--- src/rtl/u12_pair_normalizer_pkg.sv ---
// Shared constants and pair type for the uniform-to-Gaussian RNG path.
package heston_rng_pkg;

    localparam logic [31:0] FP_ONE   = 32'h3F80_0000;
    localparam logic [8:0]  U12_TOP  = 9'b001111111;
    localparam int          EXP_BIAS = 127;

    typedef struct packed {
        logic [31:0] u1;
        logic [31:0] u2;
    } pair_t;

endpackage

--- src/rtl/u12_pair_normalizer_lzc23.sv ---
// Combinational 23-bit leading-zero counter; all-zero input returns 23.
module lzc23 (
    input  logic [22:0] d_i,
    output logic [4:0]  lz_o
);

    always_comb begin
        lz_o = 5'd23;
        for (int i = 0; i < 23; i++) begin
            if (d_i[i]) lz_o = 5'(22 - i);
        end
    end

endmodule

--- src/rtl/u12_pair_normalizer.sv ---
// Maps [1,2) floats to u = 2 - x in (0,1], renormalises and pairs them into a FWFT FIFO (U12_INPUT_CHECK_EN adds a sticky err).
// Pair visible 3 cycles after its second sample; in_ready is credit-gated so the FIFO can never overflow.
module u12_pair_normalizer
    import heston_rng_pkg::*;
#(
    parameter int DEPTH = 4,
    parameter int CW    = 3
) (
    input  logic        clk,
    input  logic        rst,
    input  logic        in_valid,
    output logic        in_ready,
    input  logic [31:0] in_data,
    output logic        out_valid,
    input  logic        out_ready,
    output logic [31:0] out_u1,
    output logic [31:0] out_u2,
    output logic        err
);

    localparam int AW = (DEPTH > 1) ? $clog2(DEPTH) : 1;
    localparam int NW = CW + 2;

    logic        accept;
    logic        v1_q, v2_q, hold_q;
    logic [23:0] r1_q;
    logic [31:0] res2_q, hold_dat_q;
    logic [4:0]  lz;
    logic [22:0] norm;
    logic [31:0] res_d;
    logic        push, pop;
    pair_t       mem_q [DEPTH];
    pair_t       last_q, head;
    logic [AW-1:0] wr_ptr_q, rd_ptr_q;
    logic [CW-1:0] count_q, count_d;
    logic [NW-1:0] need;

    assign accept = in_valid && in_ready;

    always_ff @(posedge clk or posedge rst) begin
        if (rst) begin
            v1_q <= 1'b0;
            r1_q <= '0;
        end else begin
            v1_q <= accept;
            if (accept) r1_q <= 24'h80_0000 - {1'b0, in_data[22:0]};
        end
    end

    lzc23 u_lzc (
        .d_i  (r1_q[22:0]),
        .lz_o (lz)
    );

    // r1_q[23] is set only when the mantissa was zero, i.e. u is exactly 1.0
    always_comb begin
        norm  = r1_q[22:0] << lz;
        res_d = r1_q[23] ? FP_ONE
                         : {1'b0, 8'(EXP_BIAS - 1) - {3'b000, lz}, norm[21:0], 1'b0};
    end

    always_ff @(posedge clk or posedge rst) begin
        if (rst) begin
            v2_q       <= 1'b0;
            res2_q     <= '0;
            hold_q     <= 1'b0;
            hold_dat_q <= '0;
        end else begin
            v2_q <= v1_q;
            if (v1_q) res2_q <= res_d;
            if (v2_q) begin
                hold_q <= ~hold_q;
                if (!hold_q) hold_dat_q <= res2_q;
            end
        end
    end

    assign push = v2_q && hold_q;
    assign pop  = out_valid && out_ready;

    always_comb begin
        count_d = count_q;
        case ({push, pop})
            2'b10:   count_d = count_q + 1'b1;
            2'b01:   count_d = count_q - 1'b1;
            default: count_d = count_q;
        endcase
    end

    always_ff @(posedge clk) begin
        if (push) mem_q[wr_ptr_q] <= '{u1: hold_dat_q, u2: res2_q};
    end

    // last_q keeps the most recently popped pair so an empty FIFO holds its outputs
    always_ff @(posedge clk or posedge rst) begin
        if (rst) begin
            wr_ptr_q <= '0;
            rd_ptr_q <= '0;
            count_q  <= '0;
            last_q   <= '0;
        end else begin
            count_q <= count_d;
            if (push) wr_ptr_q <= wr_ptr_q + 1'b1;
            if (pop) begin
                rd_ptr_q <= rd_ptr_q + 1'b1;
                last_q   <= mem_q[rd_ptr_q];
            end
        end
    end

    assign out_valid = (count_q != '0);
    assign head      = out_valid ? mem_q[rd_ptr_q] : last_q;
    assign out_u1    = head.u1;
    assign out_u2    = head.u2;

    // Every in-flight sample and the held half-pair each reserve one slot half
    assign need     = {1'b0, count_q, 1'b0} + NW'(v1_q) + NW'(v2_q) + NW'(hold_q) + NW'(1);
    assign in_ready = (need <= NW'(2 * DEPTH));

`ifdef U12_INPUT_CHECK_EN
    logic err_q;
    always_ff @(posedge clk or posedge rst) begin
        if (rst) err_q <= 1'b0;
        else if (accept && (in_data[31:23] != U12_TOP)) err_q <= 1'b1;
    end
    assign err = err_q;
`else
    logic unused_top;
    assign unused_top = ^in_data[31:23];
    assign err        = 1'b0;
`endif

endmodule
--- config.mk ---
export PLATFORM = sky130hd
export DESIGN_NAME = u12_pair_normalizer
export DESIGN_NICKNAME = d
export VERILOG_FILES = /design/src/rtl/u12_pair_normalizer_pkg.sv /design/src/rtl/u12_pair_normalizer_lzc23.sv /design/src/rtl/u12_pair_normalizer.sv
export SDC_FILE = /design/constraint.sdc
export NUM_CORES = 1
export LEC_CHECK = 0
export CORE_ASPECT_RATIO = 0.75
export CORE_MARGIN = 8
export CORE_UTILIZATION = 60
export DETAILED_ROUTE_END_ITERATION = 12
export MAX_ROUTING_LAYER = met4
export PLACE_DENSITY_LB_ADDON = 0.15
export SLEW_MARGIN = 40
export SYNTH_ARGS = -nofsm -noshare
export SYNTH_HDL_FRONTEND = slang
export SYNTH_SLANG_ARGS = --single-unit
--- constraint.sdc ---
create_clock -name clk -period 9.55 [get_ports clk]
set_input_delay 0.955 -clock clk [delete_from_list [all_inputs] [get_ports clk]]
set_output_delay 0.955 -clock clk [all_outputs]
set_load 0.05 [all_outputs]
**After elaboration in Yosys (flattened, before gate mapping)**

Memory sizes are Yosys's and may differ from the RTL's.
Index checks and enable logic that the tools add are counted.

- Flip-flop bits (word level): 162
- RAM bits: 256
- Input port bits: 36
- Output and inout port bits: 67
- Word-level logic and storage cells: 61
- Memories kept: 1

Memories:

| name | words | width | rd ports | clocked after memory_dff | write ports | line | text |
|---|---|---|---|---|---|---|---|
| mem_q | 4 | 64 | 1 | 0 | 1 | u12_pair_normalizer.sv:32 | `pair_t mem_q [DEPTH];` |

- Add/sub/neg operators: 10
- $lt $le $gt $ge: 1
- Eq/ne operators: 2
- Shift operators: 1
- Mux-type cells: 28
- Bitwise gates (word level): 1
- Reductions and logical operators: 6

Operator list:

| operator | number |
|---|---|
| 5-bit two-way mux | 16 |
| 64-bit two-way mux | 1 |
| 31-bit two-way mux | 1 |
| 24-bit by 23-bit subtractor with 24-bit output (first input constant) | 1 |
| 23-bit by 5-bit left shift with 22-bit output | 1 |
| 3-bit two-way mux | 4 |
| 5-bit by 1-bit adder with 5-bit output | 2 |
| 7-bit by 5-bit subtractor with 8-bit output (first input constant) | 1 |
| 3-bit case mux with 2 select lines | 1 |
| 4-bit by 1-bit adder with 5-bit output | 1 |
| 5-bit by 1-bit adder with 5-bit output (second input constant) | 1 |
| 5-bit by 4-bit <= comparator with 1-bit output (second input constant) | 1 |
| 2-bit by 1-bit adder with 2-bit output (second input constant) | 2 |
| 2-bit two-way mux | 2 |
| 3-bit by 1-bit adder with 3-bit output (second input constant) | 1 |
| 1-bit logical AND | 3 |
| 1-bit two-way mux | 3 |
| 3-bit nonzero test | 1 |
| 3-bit by 1-bit subtractor with 3-bit output (second input constant) | 1 |
| 2-bit by 1-bit equality test with 1-bit output (second input constant) | 1 |
| 2-bit equality test (second input constant) | 1 |
| 2-bit AND reduction | 1 |
| 2-bit nonzero test | 1 |
| 1-bit NOT | 1 |

**Depth between registers and ports, before layout**

- Depth in word-level cells: 25
- Gate-level depth with buffers: 15
- Mapped depth without buffers: 13

**Cells and area by module**

Synthesis repeated with hierarchy kept, for this count alone.

- Cells, all modules: 1102
- Area, all modules: 16394.5 µm²

By module, submodules not included:

| module | instances | cells each | area each (µm²) | sequential area each (µm²) |
|---|---|---|---|---|
| u12_pair_normalizer | 1 | 1060 | 16158.0 | 10720.3 |
| lzc23 | 1 | 42 | 236.5 | 0.0 |

**Least setup slack after synthesis**

OpenSTA, ideal clock, no wires.

- Kind: reg-to-reg
- Start: register v1_q
- End: register r1_q[17]
- Setup time: 0.125 ns
- Arrival: 4.260 ns
- Data required time: 9.425 ns
- Setup slack: 5.165 ns
- Cell stages (with the launch flop): 13
- Period minus slack after synthesis: 4.385 ns
- Cells stage by stage: dfrtp_1 > inv_1 > clkbuf_1 > buf_1 > ha_1 > inv_1 > ha_1 > fa_1 > o31a_1 > o21ai_0 > nand2_1 > inv_1 > mux2_2

- Word-level cells in the longest chain between the ends: 6

RTL lines:

| item | line | text |
|---|---|---|
| start: declaration | u12_pair_normalizer.sv:25 | `logic v1_q, v2_q, hold_q;` |
| start signal: assignment | u12_pair_normalizer.sv:45 | `v1_q <= accept;` |
| 4-bit by 1-bit adder with 5-bit output | u12_pair_normalizer.sv:117 | `assign need = {1'b0, count_q, 1'b0} + NW'(v1_q) + NW'(v2_q) + NW'(hold_q) + NW'(1);` |
| 5-bit by 1-bit adder with 5-bit output (3 in series) | u12_pair_normalizer.sv:117 |  |
| 5-bit by 4-bit <= comparator with 1-bit output | u12_pair_normalizer.sv:118 | `assign in_ready = (need <= NW'(2 * DEPTH));` |
| named net in_ready | u12_pair_normalizer.sv:12 | `output logic in_ready,` |
| 1-bit logical AND | u12_pair_normalizer.sv:38 | `assign accept = in_valid && in_ready;` |
| named net accept | u12_pair_normalizer.sv:24 | `logic accept;` |
| end signal: assignment | u12_pair_normalizer.sv:46 | `if (accept) r1_q <= 24'h80_0000 - {1'b0, in_data[22:0]};` |
| end: declaration | u12_pair_normalizer.sv:26 | `logic [23:0] r1_q;` |

The timed path passes the listed nets, and every way through them passes these cells.
A chain may end at the register's enable or synchronous reset.

**Worst setup path in the final report**

- Start: register v1_q
- End: output in_ready

- Word-level cells in the longest chain between the ends: 5

RTL lines:

| item | line |
|---|---|
| 4-bit by 1-bit adder with 5-bit output | u12_pair_normalizer.sv:117 |
| 5-bit by 1-bit adder with 5-bit output (3 in series) | u12_pair_normalizer.sv:117 |
| 5-bit by 4-bit <= comparator with 1-bit output | u12_pair_normalizer.sv:118 |
| end: declaration | u12_pair_normalizer.sv:12 |

Every way passes these cells.

==> results.md <==
- Sum of routed wire length over all layers: 34700 um
- Number of nets in the layout: 1301
- Pin count of the biggest net entering global routing: 61
- # Max-Cap Violations: 0
- Worst r2r src: v1_q
- Worst max-slew margin expressed relative to the limit: 0.481
- TritonCTS Buffers: 36
- TritonCTS clock tree: yes
- Worst Setup Start Kind: flip-flop
- Met2 Wirelength: 16200 um
- Worst-skew pair later-pin latency: 520 ps
- Floorplan Core Area: 27100 sq um
- Die width: 208 um
- Cell at the root of the clock tree: clkbuf_16
- Worst setup EP type: primary output
- HPWL after detailed placement: 21700 um
- Area post-placement: 17800 sq um
- Average cell area after synthesis: 14.1 sq um
- CP arrival: 4290 ps
- Resized Gates After CTS: 0
- Worst-path fanout max: 20
- Worst-path clk slew: 60 ps
- Worst Setup EP: in_ready
- Worst slew pin tran: 778 ps
- Via count normalized by instance count: 5.93
- Number of inserted filler cells in the final layout: 1843
- First-pass GRT wire length: 56500 um
- Class of the most critical setup path: reg -> out
- Beginning of the critical path: v1_q
- Highest layer used for signal routing: met4
- Status: finished clean
- Yosys warnings: 0
- Req. time, crit path: 8600 ps
- Post-synth EDFFs: 232
- Leak: 7.22 nW
- Number of cells on the worst reg-to-reg path: 13
- Share of final-layout standard cells stronger than drive strength 1: 0.189
- Average wire per cell in the routed design: 21.2 um
- Detailed route wirelength on metal3: 1860 um
- Initial Utilization: 0.611
- Remaining DRCs: 0
- Worst-case clock buffer depth: 3
- Total via count after detailed routing: 9685
- Highest ir drop seen on vdd: 0.266 mV
- Count of endpoints failing setup in the final report: 0
- Antenna diode count: 0
- Setup repair after global routing missed its margin: no
- Count of distinct cell types in the synthesized netlist: 71
- Setup slack of the worst register-to-register path: 5630 ps
- Post-route setup TNS: 0 ps
- Count of pins over their slew limit: 0
- Sequential fraction of the synthesis area: 0.648
- Antenna violations before repair: 0
- Cell count after synthesis: 1175
- Minimum clock period: 5240 ps
- Area growth, synth to finish: 14.6%
- Final std cell area, no fill: 19000 sq um
- Gr usage total: 0.218
- Count of final hold-check violations: 0
- Total I/O pin count: 103
- Count of buffers added by post-CTS timing repair for setup: 0
- Total standard cell area after synthesis: 16500 sq um
- Number of hold buffers added after cts: 0
- Number of detailed-route iterations in the first pass: 4
- Row cnt: 52
- Path class of the lowest-slack min-delay path: reg -> reg
- Vias in the first global route: 10.1k
- RD Place Congestion: 0.906
- Dominant synthesized flop cell: edfxtp_1
- Worst flop-to-flop path endpoint: r1_q[17]
- Antenna Violating Nets Remaining: 0
- Ys async rst share: 0.393
- Port Buffers: 86
- Num Clock Sinks: 382
- Share of the clock period used by the worst path: 0.549
- Total overflow reported by the global router: 0
- Worst Clk Skew: 11.8 ps
- Height of the die: 160 um
- Die area: 33200 sq um
- Power per Cell Area: 389 nW/um^2
- Number of flip-flops and latches in the synthesized netlist: 382
- Highest Clock Rate: 191 MHz
- Metal1 wirelength: 16000 um
- Level count of the clock H-tree: 2
- Starting DRC count in detailed routing: 729
==> cell usage in the layout (no fill, tap or decap), types with 6 or more instances in the layout <==
| cell | count |
|---|---|
| conb_1 | 7 |
| clkdlybuf4s50_1 | 86 |
| mux2_2 | 92 |
| buf_4 | 9 |
| mux4_2 | 58 |
| o21ai_0 | 39 |
| clkinv_1 | 6 |
| nand2b_1 | 6 |
| nor3_1 | 17 |
| ha_1 | 10 |
| xor2_1 | 15 |
| o2bb2ai_1 | 6 |
| nor2_1 | 34 |
| nand2_1 | 232 |
| or3_1 | 8 |
| edfxtp_1 | 232 |
| xnor2_1 | 12 |
| clkbuf_16 | 38 |
| nor4_1 | 6 |
| nand3_1 | 8 |
| mux2i_1 | 25 |
| buf_12 | 8 |
| a21oi_1 | 30 |
| dfrtp_1 | 148 |
| clkbuf_1 | 13 |
| a211oi_1 | 8 |
| inv_1 | 22 |
==> stage by stage <==
| step | util | total power, mW | instances | hold slack, ps | setup slack (ps) |
|---|---|---|---|---|---|
| after CTS | 0.700 | 7.42 | 1631 | 473 | 4260 |
| after floorplan | - | 5.03 | 1181 | 412 | 4560 |
| after detailed placement | 0.659 | 6.06 | 1565 | 458 | 4830 |
| after global placement | 0.653 | 5.96 | 1557 | 453 | 4840 |
| after global routing | 0.700 | 7.78 | 1632 | 492 | 4100 |
| final | 0.700 | 7.37 | 1632 | 469 | 4310 |
==> report_power, final <==
part	switching (mW)	internal, mW	total [mW]	leakage, nW
sequential	0.430	2.28	2.71	3.89
clock	0.583	0.750	1.33	0.534
combinational	2.02	1.31	3.32	2.79
==> per-layer routing <==
| layer | track usage | vias to the layer above |
|---|---|---|
| met4 | 0.0451 | 0 |
| met2 | 0.341 | 237 |
| met5 | - | - |
| met3 | 0.0385 | 41 |
| met1 | 0.301 | 4941 |
| li1 | - | 4466 |
==> Yosys cell counts, drive strengths merged, types with 7 or more instances <==
cell type | n | area, sq um
a21oi | 32 | 175
clkbuf | 45 | 170
edfxtp | 232 | 6970
xor2 | 15 | 131
ha | 10 | 125
inv | 25 | 93.8
nor3 | 17 | 85.1
o21ai | 41 | 205
and3 | 7 | 43.8
nand3 | 8 | 40.0
nand2 | 233 | 875
mux2 | 93 | 1050
nor2 | 36 | 145
nor4 | 7 | 50.1
xnor2 | 12 | 105
or3 | 9 | 56.3
buf | 25 | 131
mux4 | 58 | 1310
a211oi | 8 | 60.1
dfrtp | 150 | 3750
mux2i | 25 | 250
==> worst min-delay path by stage <==
stage                           from          to  cells past startpoint
after CTS                 last_q[35]  last_q[35]                      2
after global routing      last_q[55]  last_q[55]                      2
final                     last_q[59]  last_q[59]                      2
after global placement    last_q[38]  last_q[38]                      2
after floorplan                 v1_q        v2_q                      0
after detailed placement   last_q[1]   last_q[1]                      2
==> cell type report <==
class                      instances  area, sq um  area share
inverter                          26          103     0.00541
sequential                       382        10700       0.566
timing repair buffer             104         1120      0.0589
clock buffer                      53         1030      0.0542
multi-input combinational        703         5470       0.288
tap                              351          439      0.0232
clock inverter                    13         75.1     0.00396
==> critical path: stages, from the launching register on <==
cell,delay [ps]
dfrtp_1,740
inv_1,530
ha_1,440
inv_1,40
ha_1,200
fa_1,460
o31a_1,280
o21ai_0,220
clkdlybuf4s50_1,860
==> registers in the layout, indices dropped and copies added, names as in the netlist <==
| signal | flops |
|---|---|
| wr_ptr_q | 2 |
| v1_q | 1 |
| v2_q | 1 |
| count_q | 3 |
| r1_q | 24 |
| mem_q | 232 |
| hold_dat_q | 29 |
| rd_ptr_q | 2 |
| res2_q | 29 |
| hold_q | 1 |
| last_q | 58 |
==> logic make-up (layout without fill, tap and decap cells) <==
family,count (synthesis),in the layout,share of synthesized area
fa+ha+maj,12,12,0.00999
other cells,1,7,0.000227
compound gates,138,138,0.0566
flops,382,382,0.648
mux,176,176,0.158
xor+xnor,27,27,0.0143
buf+inv,96,196,0.0241
simple gates,343,343,0.0888
(Power assumes the default switching activity.)
